**src/rtl/prod_sched_if.sv**
```systemverilog
`default_nettype none
// ============================================================================
// Module      : prod_sched_if
// Description : Bundle of producer, buffer and display signals seen by the
//               producer sequencing controller.
// Revision    : 1.0 - initial release
// ============================================================================
interface prod_sched_if #(
  parameter int DATA_W = 16
);
  // Control pulses and buffer status
  logic              start_f_ed;
  logic              start_t_ed;
  logic              stop_f_t_ed;
  logic              buffer_full;
  logic              buffer_empty;
  logic              data_2_valid;
  // Producer words
  logic              f_valid;
  logic [DATA_W-1:0] f_out;
  logic              t_valid;
  logic [DATA_W-1:0] t_out;
  // Controller outputs
  logic              f_en;
  logic              t_en;
  logic              data_1_en;
  logic [DATA_W-1:0] data_1;
  logic [1:0]        modulo;
  logic [5:0]        led;
  logic [15:0]       wr_count;
  logic              drain_err;

  // Controller side
  modport master (
    input  start_f_ed, start_t_ed, stop_f_t_ed, buffer_full, buffer_empty,
           data_2_valid, f_valid, f_out, t_valid, t_out,
    output f_en, t_en, data_1_en, data_1, modulo, led, wr_count, drain_err
  );

  // Producers, buffer and display side
  modport slave (
    output start_f_ed, start_t_ed, stop_f_t_ed, buffer_full, buffer_empty,
           data_2_valid, f_valid, f_out, t_valid, t_out,
    input  f_en, t_en, data_1_en, data_1, modulo, led, wr_count, drain_err
  );
endinterface
`default_nettype wire

```
**src/rtl/prod_sched.sv**
```systemverilog
`default_nettype none
// ============================================================================
// Module      : prod_sched
// Description : Sequencing controller for the Fibonacci and Timer producers.
//               Selects the active source, gates its enable, registers its
//               words onto the buffer write port, throttles on buffer full
//               and drains the buffer after a stop.
// Revision    : 1.0 - initial release
// ============================================================================
module prod_sched #(
  parameter int DATA_W        = 16,
  parameter int DRAIN_TIMEOUT = 4096
) (
  input  wire logic    clk,
  input  wire logic    rst,
  prod_sched_if.master bus_if
);

  localparam int         c_CNT_W      = (DRAIN_TIMEOUT > 1) ? $clog2(DRAIN_TIMEOUT) : 1;
  localparam logic [c_CNT_W-1:0] c_DRAIN_LAST = c_CNT_W'(DRAIN_TIMEOUT - 1);

  localparam logic [2:0] S_IDLE      = 3'd0;
  localparam logic [2:0] S_COMM_F    = 3'd1;
  localparam logic [2:0] S_WAIT_F    = 3'd2;
  localparam logic [2:0] S_COMM_T    = 3'd3;
  localparam logic [2:0] S_WAIT_T    = 3'd4;
  localparam logic [2:0] S_BUF_EMPTY = 3'd5;

  logic [2:0]         r_state;
  logic [2:0]         w_state_nxt;
  logic               w_timeout;
  logic               w_start_run;
  logic               w_to_idle;
  logic               w_wr_req;
  logic [DATA_W-1:0]  w_wr_data;
  logic [5:0]         w_led;
  logic               w_f_en;
  logic               w_t_en;

  logic               r_data_1_en;
  logic [DATA_W-1:0]  r_data_1;
  logic [1:0]         r_modulo;
  logic [15:0]        r_wr_count;
  logic [c_CNT_W-1:0] r_drain_cnt;
  logic               r_drain_err;

  // State register
  always_ff @(posedge clk or posedge rst) begin
    if (rst) r_state <= S_IDLE;
    else     r_state <= w_state_nxt;
  end

  // Next-state logic; a clean drain wins over the timeout in the same cycle
  always_comb begin
    w_state_nxt = r_state;
    w_timeout   = 1'b0;
    case (r_state)
      S_IDLE: begin
        if (bus_if.start_f_ed)      w_state_nxt = S_COMM_F;
        else if (bus_if.start_t_ed) w_state_nxt = S_COMM_T;
      end
      S_COMM_F: begin
        if (bus_if.stop_f_t_ed)      w_state_nxt = S_BUF_EMPTY;
        else if (bus_if.buffer_full) w_state_nxt = S_WAIT_F;
      end
      S_WAIT_F: begin
        if (bus_if.stop_f_t_ed)       w_state_nxt = S_BUF_EMPTY;
        else if (!bus_if.buffer_full) w_state_nxt = S_COMM_F;
      end
      S_COMM_T: begin
        if (bus_if.stop_f_t_ed)      w_state_nxt = S_BUF_EMPTY;
        else if (bus_if.buffer_full) w_state_nxt = S_WAIT_T;
      end
      S_WAIT_T: begin
        if (bus_if.stop_f_t_ed)       w_state_nxt = S_BUF_EMPTY;
        else if (!bus_if.buffer_full) w_state_nxt = S_COMM_T;
      end
      S_BUF_EMPTY: begin
        if (bus_if.buffer_empty && !bus_if.data_2_valid) begin
          w_state_nxt = S_IDLE;
        end else if (r_drain_cnt == c_DRAIN_LAST) begin
          w_state_nxt = S_IDLE;
          w_timeout   = 1'b1;
        end
      end
      default: w_state_nxt = S_IDLE;
    endcase
  end

  // Moore decodes plus the write request for the word on the producer bus
  always_comb begin
    w_led       = 6'b000000;
    w_f_en      = 1'b0;
    w_t_en      = 1'b0;
    w_wr_req    = 1'b0;
    w_wr_data   = bus_if.f_out;
    w_start_run = (r_state == S_IDLE) &&
                  ((w_state_nxt == S_COMM_F) || (w_state_nxt == S_COMM_T));
    w_to_idle   = (r_state != S_IDLE) && (w_state_nxt == S_IDLE);
    case (r_state)
      S_IDLE:      w_led = 6'b000001;
      S_COMM_F: begin
        w_led     = 6'b000010;
        w_f_en    = 1'b1;
        w_wr_req  = bus_if.f_valid && !bus_if.buffer_full && !bus_if.stop_f_t_ed;
        w_wr_data = bus_if.f_out;
      end
      S_WAIT_F:    w_led = 6'b000100;
      S_COMM_T: begin
        w_led     = 6'b001000;
        w_t_en    = 1'b1;
        w_wr_req  = bus_if.t_valid && !bus_if.buffer_full && !bus_if.stop_f_t_ed;
        w_wr_data = bus_if.t_out;
      end
      S_WAIT_T:    w_led = 6'b010000;
      S_BUF_EMPTY: w_led = 6'b100000;
      default:     w_led = 6'b000000;
    endcase
  end

  // Registered write port; data holds between strobes
  always_ff @(posedge clk or posedge rst) begin
    if (rst) begin
      r_data_1_en <= 1'b0;
      r_data_1    <= '0;
    end else begin
      r_data_1_en <= w_wr_req;
      if (w_wr_req) r_data_1 <= w_wr_data;
    end
  end

  // Source select: set when a run starts, kept through drain, cleared back in idle
  always_ff @(posedge clk or posedge rst) begin
    if (rst) begin
      r_modulo <= 2'b00;
    end else if (w_start_run) begin
      r_modulo <= (w_state_nxt == S_COMM_F) ? 2'b01 : 2'b10;
    end else if (w_to_idle) begin
      r_modulo <= 2'b00;
    end
  end

  // Per-run write counter, free-wrapping
  always_ff @(posedge clk or posedge rst) begin
    if (rst)              r_wr_count <= '0;
    else if (w_start_run) r_wr_count <= '0;
    else if (r_data_1_en) r_wr_count <= r_wr_count + 16'd1;
  end

  // Drain watchdog and its sticky error flag
  always_ff @(posedge clk or posedge rst) begin
    if (rst) begin
      r_drain_cnt <= '0;
      r_drain_err <= 1'b0;
    end else begin
      if ((w_state_nxt == S_BUF_EMPTY) && (r_state != S_BUF_EMPTY))
        r_drain_cnt <= '0;
      else if (r_state == S_BUF_EMPTY)
        r_drain_cnt <= r_drain_cnt + 1'b1;

      if (w_timeout)        r_drain_err <= 1'b1;
      else if (w_start_run) r_drain_err <= 1'b0;
    end
  end

  assign bus_if.f_en      = w_f_en;
  assign bus_if.t_en      = w_t_en;
  assign bus_if.led       = w_led;
  assign bus_if.data_1_en = r_data_1_en;
  assign bus_if.data_1    = r_data_1;
  assign bus_if.modulo    = r_modulo;
  assign bus_if.wr_count  = r_wr_count;
  assign bus_if.drain_err = r_drain_err;

endmodule
`default_nettype wire

```
**src/flat_wrapper.sv**
```systemverilog
// flat-port wrapper written by rule: the top's interface ports become plain ports
module prod_sched_flat 
#(
  parameter int DATA_W        = 16,
  parameter int DRAIN_TIMEOUT = 4096
)
  (clk, rst, bus_if_start_f_ed, bus_if_start_t_ed, bus_if_stop_f_t_ed, bus_if_buffer_full, bus_if_buffer_empty, bus_if_data_2_valid, bus_if_f_valid, bus_if_f_out, bus_if_t_valid, bus_if_t_out, bus_if_f_en, bus_if_t_en, bus_if_data_1_en, bus_if_data_1, bus_if_modulo, bus_if_led, bus_if_wr_count, bus_if_drain_err);
  prod_sched_if #(.DATA_W(DATA_W)) bus_if_i ();
  input  wire logic clk;
  input  wire logic rst;
  input wire logic [$bits(bus_if_i.start_f_ed)-1:0] bus_if_start_f_ed;
  input wire logic [$bits(bus_if_i.start_t_ed)-1:0] bus_if_start_t_ed;
  input wire logic [$bits(bus_if_i.stop_f_t_ed)-1:0] bus_if_stop_f_t_ed;
  input wire logic [$bits(bus_if_i.buffer_full)-1:0] bus_if_buffer_full;
  input wire logic [$bits(bus_if_i.buffer_empty)-1:0] bus_if_buffer_empty;
  input wire logic [$bits(bus_if_i.data_2_valid)-1:0] bus_if_data_2_valid;
  input wire logic [$bits(bus_if_i.f_valid)-1:0] bus_if_f_valid;
  input wire logic [$bits(bus_if_i.f_out)-1:0] bus_if_f_out;
  input wire logic [$bits(bus_if_i.t_valid)-1:0] bus_if_t_valid;
  input wire logic [$bits(bus_if_i.t_out)-1:0] bus_if_t_out;
  output wire logic [$bits(bus_if_i.f_en)-1:0] bus_if_f_en;
  output wire logic [$bits(bus_if_i.t_en)-1:0] bus_if_t_en;
  output wire logic [$bits(bus_if_i.data_1_en)-1:0] bus_if_data_1_en;
  output wire logic [$bits(bus_if_i.data_1)-1:0] bus_if_data_1;
  output wire logic [$bits(bus_if_i.modulo)-1:0] bus_if_modulo;
  output wire logic [$bits(bus_if_i.led)-1:0] bus_if_led;
  output wire logic [$bits(bus_if_i.wr_count)-1:0] bus_if_wr_count;
  output wire logic [$bits(bus_if_i.drain_err)-1:0] bus_if_drain_err;
  assign bus_if_i.start_f_ed = bus_if_start_f_ed;
  assign bus_if_i.start_t_ed = bus_if_start_t_ed;
  assign bus_if_i.stop_f_t_ed = bus_if_stop_f_t_ed;
  assign bus_if_i.buffer_full = bus_if_buffer_full;
  assign bus_if_i.buffer_empty = bus_if_buffer_empty;
  assign bus_if_i.data_2_valid = bus_if_data_2_valid;
  assign bus_if_i.f_valid = bus_if_f_valid;
  assign bus_if_i.f_out = bus_if_f_out;
  assign bus_if_i.t_valid = bus_if_t_valid;
  assign bus_if_i.t_out = bus_if_t_out;
  assign bus_if_f_en = bus_if_i.f_en;
  assign bus_if_t_en = bus_if_i.t_en;
  assign bus_if_data_1_en = bus_if_i.data_1_en;
  assign bus_if_data_1 = bus_if_i.data_1;
  assign bus_if_modulo = bus_if_i.modulo;
  assign bus_if_led = bus_if_i.led;
  assign bus_if_wr_count = bus_if_i.wr_count;
  assign bus_if_drain_err = bus_if_i.drain_err;
  prod_sched #(.DATA_W(DATA_W), .DRAIN_TIMEOUT(DRAIN_TIMEOUT)) u_core (.clk(clk), .rst(rst), .bus_if(bus_if_i));
endmodule
```
**config.mk**
```make
export PLATFORM = sky130hd
export DESIGN_NAME = prod_sched_flat
export DESIGN_NICKNAME = d
export VERILOG_FILES = /design/src/rtl/prod_sched_if.sv /design/src/rtl/prod_sched.sv /design/src/flat_wrapper.sv
export SDC_FILE = /design/constraint.sdc
export NUM_CORES = 1
export LEC_CHECK = 0
export CORE_MARGIN = 2
export CORE_UTILIZATION = 41
export CTS_BUF_LIST = sky130_fd_sc_hd__clkbuf_4 sky130_fd_sc_hd__clkbuf_8
export CTS_CLUSTER_SIZE = 16
export DETAILED_ROUTE_END_ITERATION = 6
export MAX_ROUTING_LAYER = met4
export PLACE_DENSITY = 0.71
export SKIP_CTS_REPAIR_TIMING = 1
export SLEW_MARGIN = 0
export SYNTH_ARGS = -nofsm -noshare
export SYNTH_HDL_FRONTEND = slang
export SYNTH_SLANG_ARGS = --single-unit
```
**constraint.sdc**
```tcl
create_clock -name clk -period 1.92 [get_ports clk]
set_input_delay 0.48 -clock clk [delete_from_list [all_inputs] [get_ports clk]]
set_output_delay 0.48 -clock clk [all_outputs]
set_load 0.05 [all_outputs]
```
==> results.ini, run 1 <==
[sta]
skew_ns=0.00409
fmax_mhz=529
whs_ns=0.495
slew_violations=0
period_minus_slack_ns=1.89
setup_viol=0
hold_viol=0
fin_tns_setup_ns=0
worst_pin_slew_ns=0.764
slew_headroom=0.489
min_period_over_period=0.985
rsz0062_at_grt=true

[floorplanning]
die_area_um2=7660
die_y_um=87.5
ios=86
placementRows=30
coreArea_um2=6760
initial_utilization=0.423
die_w_um=87.5

[setup_path]
crit_start=u_core.r_state[0]
worstSetupPathType=reg -> out
rr_worst_depth=4
required_ns=1.44
arrival_ns=1.41
rr_startpoint=u_core.bus_if.wr_count[0]
path_max_fanout=7
cp-start-kind=register
end_kind=output pin

[clock_network]
path_clk_slew_ns=0.09
cts_buffers=5
insertion_delay_ns=0.31
clock-sinks=51
root_buffer=clkbuf_8
h-tree-depth=2
cts_tree=yes
cts_max_path_buffers=2

[power]
total_power_uw=5470
ir_drop_mv=0.945
sequentialPowerShare=0.290
p_per_area_nw_per_um2=1340
leakage_uw=0.00172
p_switching_uw=2450
pwr-share-comb=0.595
intPower_uw=3020
pwr-share-clk=0.115
switching_share=0.449

[layout]
nets=409
n_antenna_cell=0
final_util=0.602
area_growth_syn_to_layout_pct=42.3
seqCellArea_um2=1280
drive_gt1_frac=0.322
multi_input_area_um2=1460
fillers=585

[yosys]
synth_area_um2=2860
async_reset_ff_frac=1.00
synthCells=264
ys_types=42
syn_avg_cell_area_um2=10.8
synthTopCellsByArea=dfrtp_1, mux2_4, mux2i_1
synth_flop_cell=dfrtp_1
synth_top_area_frac=0.446
yosys_warnings=0
synth_area_leader_cell=dfrtp_1
synth-seq-cells=51
synth_most_common_cell=dfrtp_1
ys_top_cells_by_count=dfrtp_1, mux2_4, mux2i_1
ys_seq_area_frac=0.446
syn-num-nets=308
synth_edf_count=0

[global_route]
antenna_found_initial=0
grt_pass1_wl_um=10300
grt_max_degree=52
grt_usage=0.178
grt_overflow_total=0
grt_pass1_vias=2120

[routing]
viasPerCell=5.40
ant_nets=0
drc=0
vias=2410
routedWlPerCell_um=15.2
dr.first_iter.drc_count=102
drt_wl_total_um=6760
dr.pass1.iters=4

[placed_design]
port_buffers=85
gp_congestion=0.850
dp_hpwl_um=4950

[worst_hold_path]
min_path_type=reg -> reg
min_path_cells=1
worstHoldStart=u_core.r_drain_cnt[11]

[job]
maxCapViolations=0

[run_status]
status=completed

## per-layer routing
layer | track usage | up-vias | wire [um]
met5 | - | - | 0
met4 | 0.0643 | 0 | 99
met3 | 0.0341 | 6 | 243
met2 | 0.259 | 57 | 3300
met1 | 0.248 | 1162 | 3120
li1 | - | 1185 | -
## cells in the final DEF (no fill, tap or decap), types with 2 or more instances in the layout
master and instances:
or3_1 4, buf_12 12, nor2_1 7, or4_1 4
mux2_2 14, o31ai_1 8, buf_4 55, o21bai_1 5
o21a_1 2, ha_1 2, inv_1 12, xnor2_1 2
dfrtp_1 48, clkinvlp_4 2, mux2i_1 16, mux2_4 16
nand2b_1 5, o21ai_0 15, clkdlybuf4s50_1 41, a21oi_1 8
nand4_1 9, dfrtp_2 3, xor2_1 4, nor3_1 2
nor4_1 11, clkbuf_8 5, o211ai_1 8, nand2_1 9
o22ai_1 2, and3b_1 3, a22oi_1 2, nand3_1 11
## worst max-delay path: stages (launching register included)
cell	delay, ns
dfrtp_2	0.47
or3_4	0.42
inv_4	0.09
buf_12	0.13
## logic make-up after synthesis
family / Yosys count / share of synthesized area
buffers and inverters: 30 / 0.0521
muxes: 46 / 0.195
adders and majority gates: 2 / 0.00875
xor gates and xnor gates: 6 / 0.0184
and+or+nand+nor: 74 / 0.154
AOI/OAI and AO/OA: 55 / 0.125
DFF: 51 / 0.446
## metrics by stage
step | instance area (um^2) | instances | worst slack, ns
after floorplan | 2870 | 264 | 0.0320
after global placement | 3900 | 431 | -0.0259
after detailed placement | 3900 | 431 | -0.0673
after CTS | 3990 | 439 | -0.0942
after global routing | 4070 | 446 | -0.0203
final | 4070 | 446 | 0.0292
## registers in the layout, summed over array words and instances, names as in the netlist
register and count:
u_core.bus_if.data_1 16, u_core.r_state 3, u_core.bus_if.drain_err 1, u_core.bus_if.wr_count 16
u_core.bus_if.modulo 2, u_core.bus_if.data_1_en 1, u_core.r_drain_cnt 12
## final timing paths
path / to / slack, ns
min in group asynchronous: u_core.bus_if.data_1[1] / 0.52
hold reg to reg: u_core.r_drain_cnt[11] / 0.49
setup reg to reg: u_core.bus_if.wr_count[8] / 0.25
max in group asynchronous: u_core.r_state[0] / 1.15
hold / removal: u_core.r_drain_cnt[11] / 0.49
setup / recovery: bus_if_led[0] / 0.03
## cell type report
type                            instances  area share
Clock inverter                          2     0.00308
Clock buffer                            6      0.0188
Inverter                               15      0.0154
Timing Repair Buffer                  109       0.264
Sequential cell                        51       0.315
Tap cell                               80      0.0246
Multi-Input combinational cell        183       0.359
## power by group through the flow
| stage | clock (uW) | combinational [uW] | sequential [uW] |
|---|---|---|---|
| after floorplan | 0 | 1350 | 2220 |
| after global placement | 0 | 3050 | 1590 |
| after detailed placement | 0 | 3090 | 1600 |
| after CTS | 653 | 3090 | 1580 |
| after global routing | 697 | 3420 | 1620 |
| final | 629 | 3250 | 1590 |
No activity file was read; power rests on OpenSTA's default activity.
==> run 2: changes to the inputs <==
--- a/config.mk
+++ b/config.mk
@@ -5,6 +5,7 @@
 export SDC_FILE = /design/constraint.sdc
 export NUM_CORES = 1
 export LEC_CHECK = 0
+export CORE_ASPECT_RATIO = 2
 export CORE_MARGIN = 2
 export CORE_UTILIZATION = 41
 export CTS_BUF_LIST = sky130_fd_sc_hd__clkbuf_4 sky130_fd_sc_hd__clkbuf_8
@@ -13,7 +14,6 @@
 export MAX_ROUTING_LAYER = met4
 export PLACE_DENSITY = 0.71
 export SKIP_CTS_REPAIR_TIMING = 1
-export SLEW_MARGIN = 0
 export SYNTH_ARGS = -nofsm -noshare
 export SYNTH_HDL_FRONTEND = slang
 export SYNTH_SLANG_ARGS = --single-unit
==> results.ini, run 2 (synthesis results as in run 1) <==
[floorplanning]
placementRows=43  ; +43%
die_area_um2=7700  ; +0.53%
coreArea_um2=6830  ; +1.1%
initial_utilization=0.418  ; -0.00473
die_y_um=122  ; +40%
die_w_um=63.0  ; -28%
ios=86  ; unchanged

[worst_hold_path]
min_path_type=in -> async

[power]
pwr-share-comb=0.583  ; -0.012
intPower_uw=3040  ; +0.92%
p_switching_uw=2440  ; -0.63%
ir_drop_mv=1.18  ; +25%
p_per_area_nw_per_um2=1340  ; about the same
sequentialPowerShare=0.291  ; about the same
leakage_uw=0.00172  ; about the same
switching_share=0.445  ; -0.00383
pwr-share-clk=0.126  ; +0.011
total_power_uw=5480  ; +0.22%

[clock_network]
cts_max_path_buffers=2  ; unchanged
clock-sinks=51  ; unchanged
insertion_delay_ns=0.32  ; about the same
cts_tree=yes
path_clk_slew_ns=0.09  ; about the same
h-tree-depth=2  ; unchanged
root_buffer=clkbuf_8
cts_buffers=5  ; unchanged

[run_status]
status=completed

[global_route]
antenna_found_initial=0  ; unchanged
grt_pass1_wl_um=11200  ; +8.4%
grt_pass1_vias=2399  ; +13%
grt_usage=0.184  ; +0.00579
grt_max_degree=38  ; -27%
grt_overflow_total=0  ; unchanged

[layout]
final_cells=453  ; +1.6%
n_antenna_cell=0  ; unchanged
nets=406  ; -0.73%
drive_gt1_frac=0.320  ; -0.00285
mostFrequentLayoutCell=buf_4
design_area_um2=4080  ; +0.18%
layout_common_cells=buf_4, dfrtp_1, clkdlybuf4s50_1, mux2i_1, mux2_4
area_growth_syn_to_layout_pct=42.6

[sta]
worst_pin_slew_ns=0.729  ; -0.0349 ns
whs_ns=0.448  ; -0.0469 ns
skew_ns=0.0101  ; +0.00597 ns
slew_headroom=0.512  ; +0.0234
slew_violations=0  ; unchanged
setup_viol=0  ; unchanged
hold_viol=0  ; unchanged
period_minus_slack_ns=1.88  ; -0.0124 ns
min_period_over_period=0.978  ; -0.00645
rsz0062_at_grt=true
fmax_mhz=532  ; +0.66%

[setup_path]
cp-start-kind=register
cp_slowest_cell=dfrtp_2
required_ns=1.44  ; about the same
rr_startpoint=u_core.r_drain_cnt[0]
arrival_ns=1.40  ; about the same
end_kind=output pin
reg2reg_to=u_core.bus_if.modulo[0]
rr_worst_depth=4  ; unchanged
crit_end=bus_if_led[4]
crit_chain=buf_4, nor3b_4, buf_12
crit_start=u_core.r_state[0]
path_delay_family=flip-flops
worst-path-buf-inv=2  ; unchanged
critical_path_depth=3  ; unchanged
rrSetupSlack_ns=0.26  ; about the same
worstSetupPathType=reg -> out
path_max_fanout=7  ; unchanged
cpPeakStageDelay_ns=0.46  ; about the same

[routing]
drc=0  ; unchanged
drt_wl_total_um=6610  ; -2.3%
routedWlPerCell_um=14.6  ; -3.8%
dr.first_iter.drc_count=174  ; +71%
ant_nets=0  ; unchanged
viasPerCell=5.47  ; +1.2%
dr.pass1.iters=4  ; unchanged
vias=2478  ; +2.8%

[job]
maxCapViolations=0  ; unchanged

[placed_design]
dp_hpwl_um=4910  ; -0.84%
port_buffers=85  ; unchanged
gp_congestion=0.846  ; -0.40%
place_inst=441  ; +2.3%
placed_area_um2=3910  ; +0.32%

[run 2: power by group through the flow]
| stage | Combinational, uW | Sequential, uW | Clock, uW |
|---|---|---|---|
| 6_report | 3200 | 1590 | 691 |
| 5_1_grt | 3390 | 1640 | 763 |
| 4_1_cts | 3080 | 1590 | 710 |
| 3_5_place_dp | 3080 | 1600 | 0 |
| 3_3_place_gp | 3020 | 1600 | 0 |
| 2_1_floorplan | 1350 | 2220 | 0 |
[run 2: area by class of cell]
cell class / instances / area (um^2)
multi-input cells: 183 / 1470
well taps: 90 / 113
fillers: 587 / 2760
inverters: 15 / 58.8
clock inverters: 1 / 7.51
clock buffers: 7 / 96.3
flip-flops and latches: 51 / 1280
repair buffers: 106 / 1060
[run 2: through the flow]
step / utilization / setup slack [ns] / setup TNS, ns
2_1_floorplan: - / 0.0320 / 0
3_3_place_gp: 0.572 / -0.0399 / -0.331
3_5_place_dp: 0.572 / -0.0709 / -0.709
4_1_cts: 0.587 / -0.118 / -0.279
5_1_grt: 0.597 / -0.0117 / -0.0117
6_report: 0.597 / 0.0416 / 0
[run 2: per-layer routing]
metal,GRT usage,up-vias,part of all wire
met5,-,-,0
met4,0.0583,0,0.014
met3,0.0416,6,0.065
met2,0.291,90,0.48
met1,0.234,1204,0.44
li1,-,1178,-
[run 2: worst register-to-register path, stage by stage, from the launching register on]
cell      delay (ns)
dfrtp_1         0.42
ha_1            0.22
nand3_1         0.23
nor4_1          0.55
a221oi_1        0.10
[run 2: how the worst min path moves through the flow]
stage | from | end | depth (start not counted)
5_1_grt | rst | u_core.bus_if.data_1[6] | 2
3_3_place_gp | u_core.r_drain_cnt[9] | u_core.r_drain_cnt[9] | 1
6_report | rst | u_core.bus_if.data_1[6] | 2
3_5_place_dp | u_core.r_drain_cnt[11] | u_core.r_drain_cnt[11] | 1
2_1_floorplan | u_core.r_drain_cnt[9] | u_core.r_drain_cnt[9] | 1
4_1_cts | rst | u_core.bus_if.data_1[6] | 2
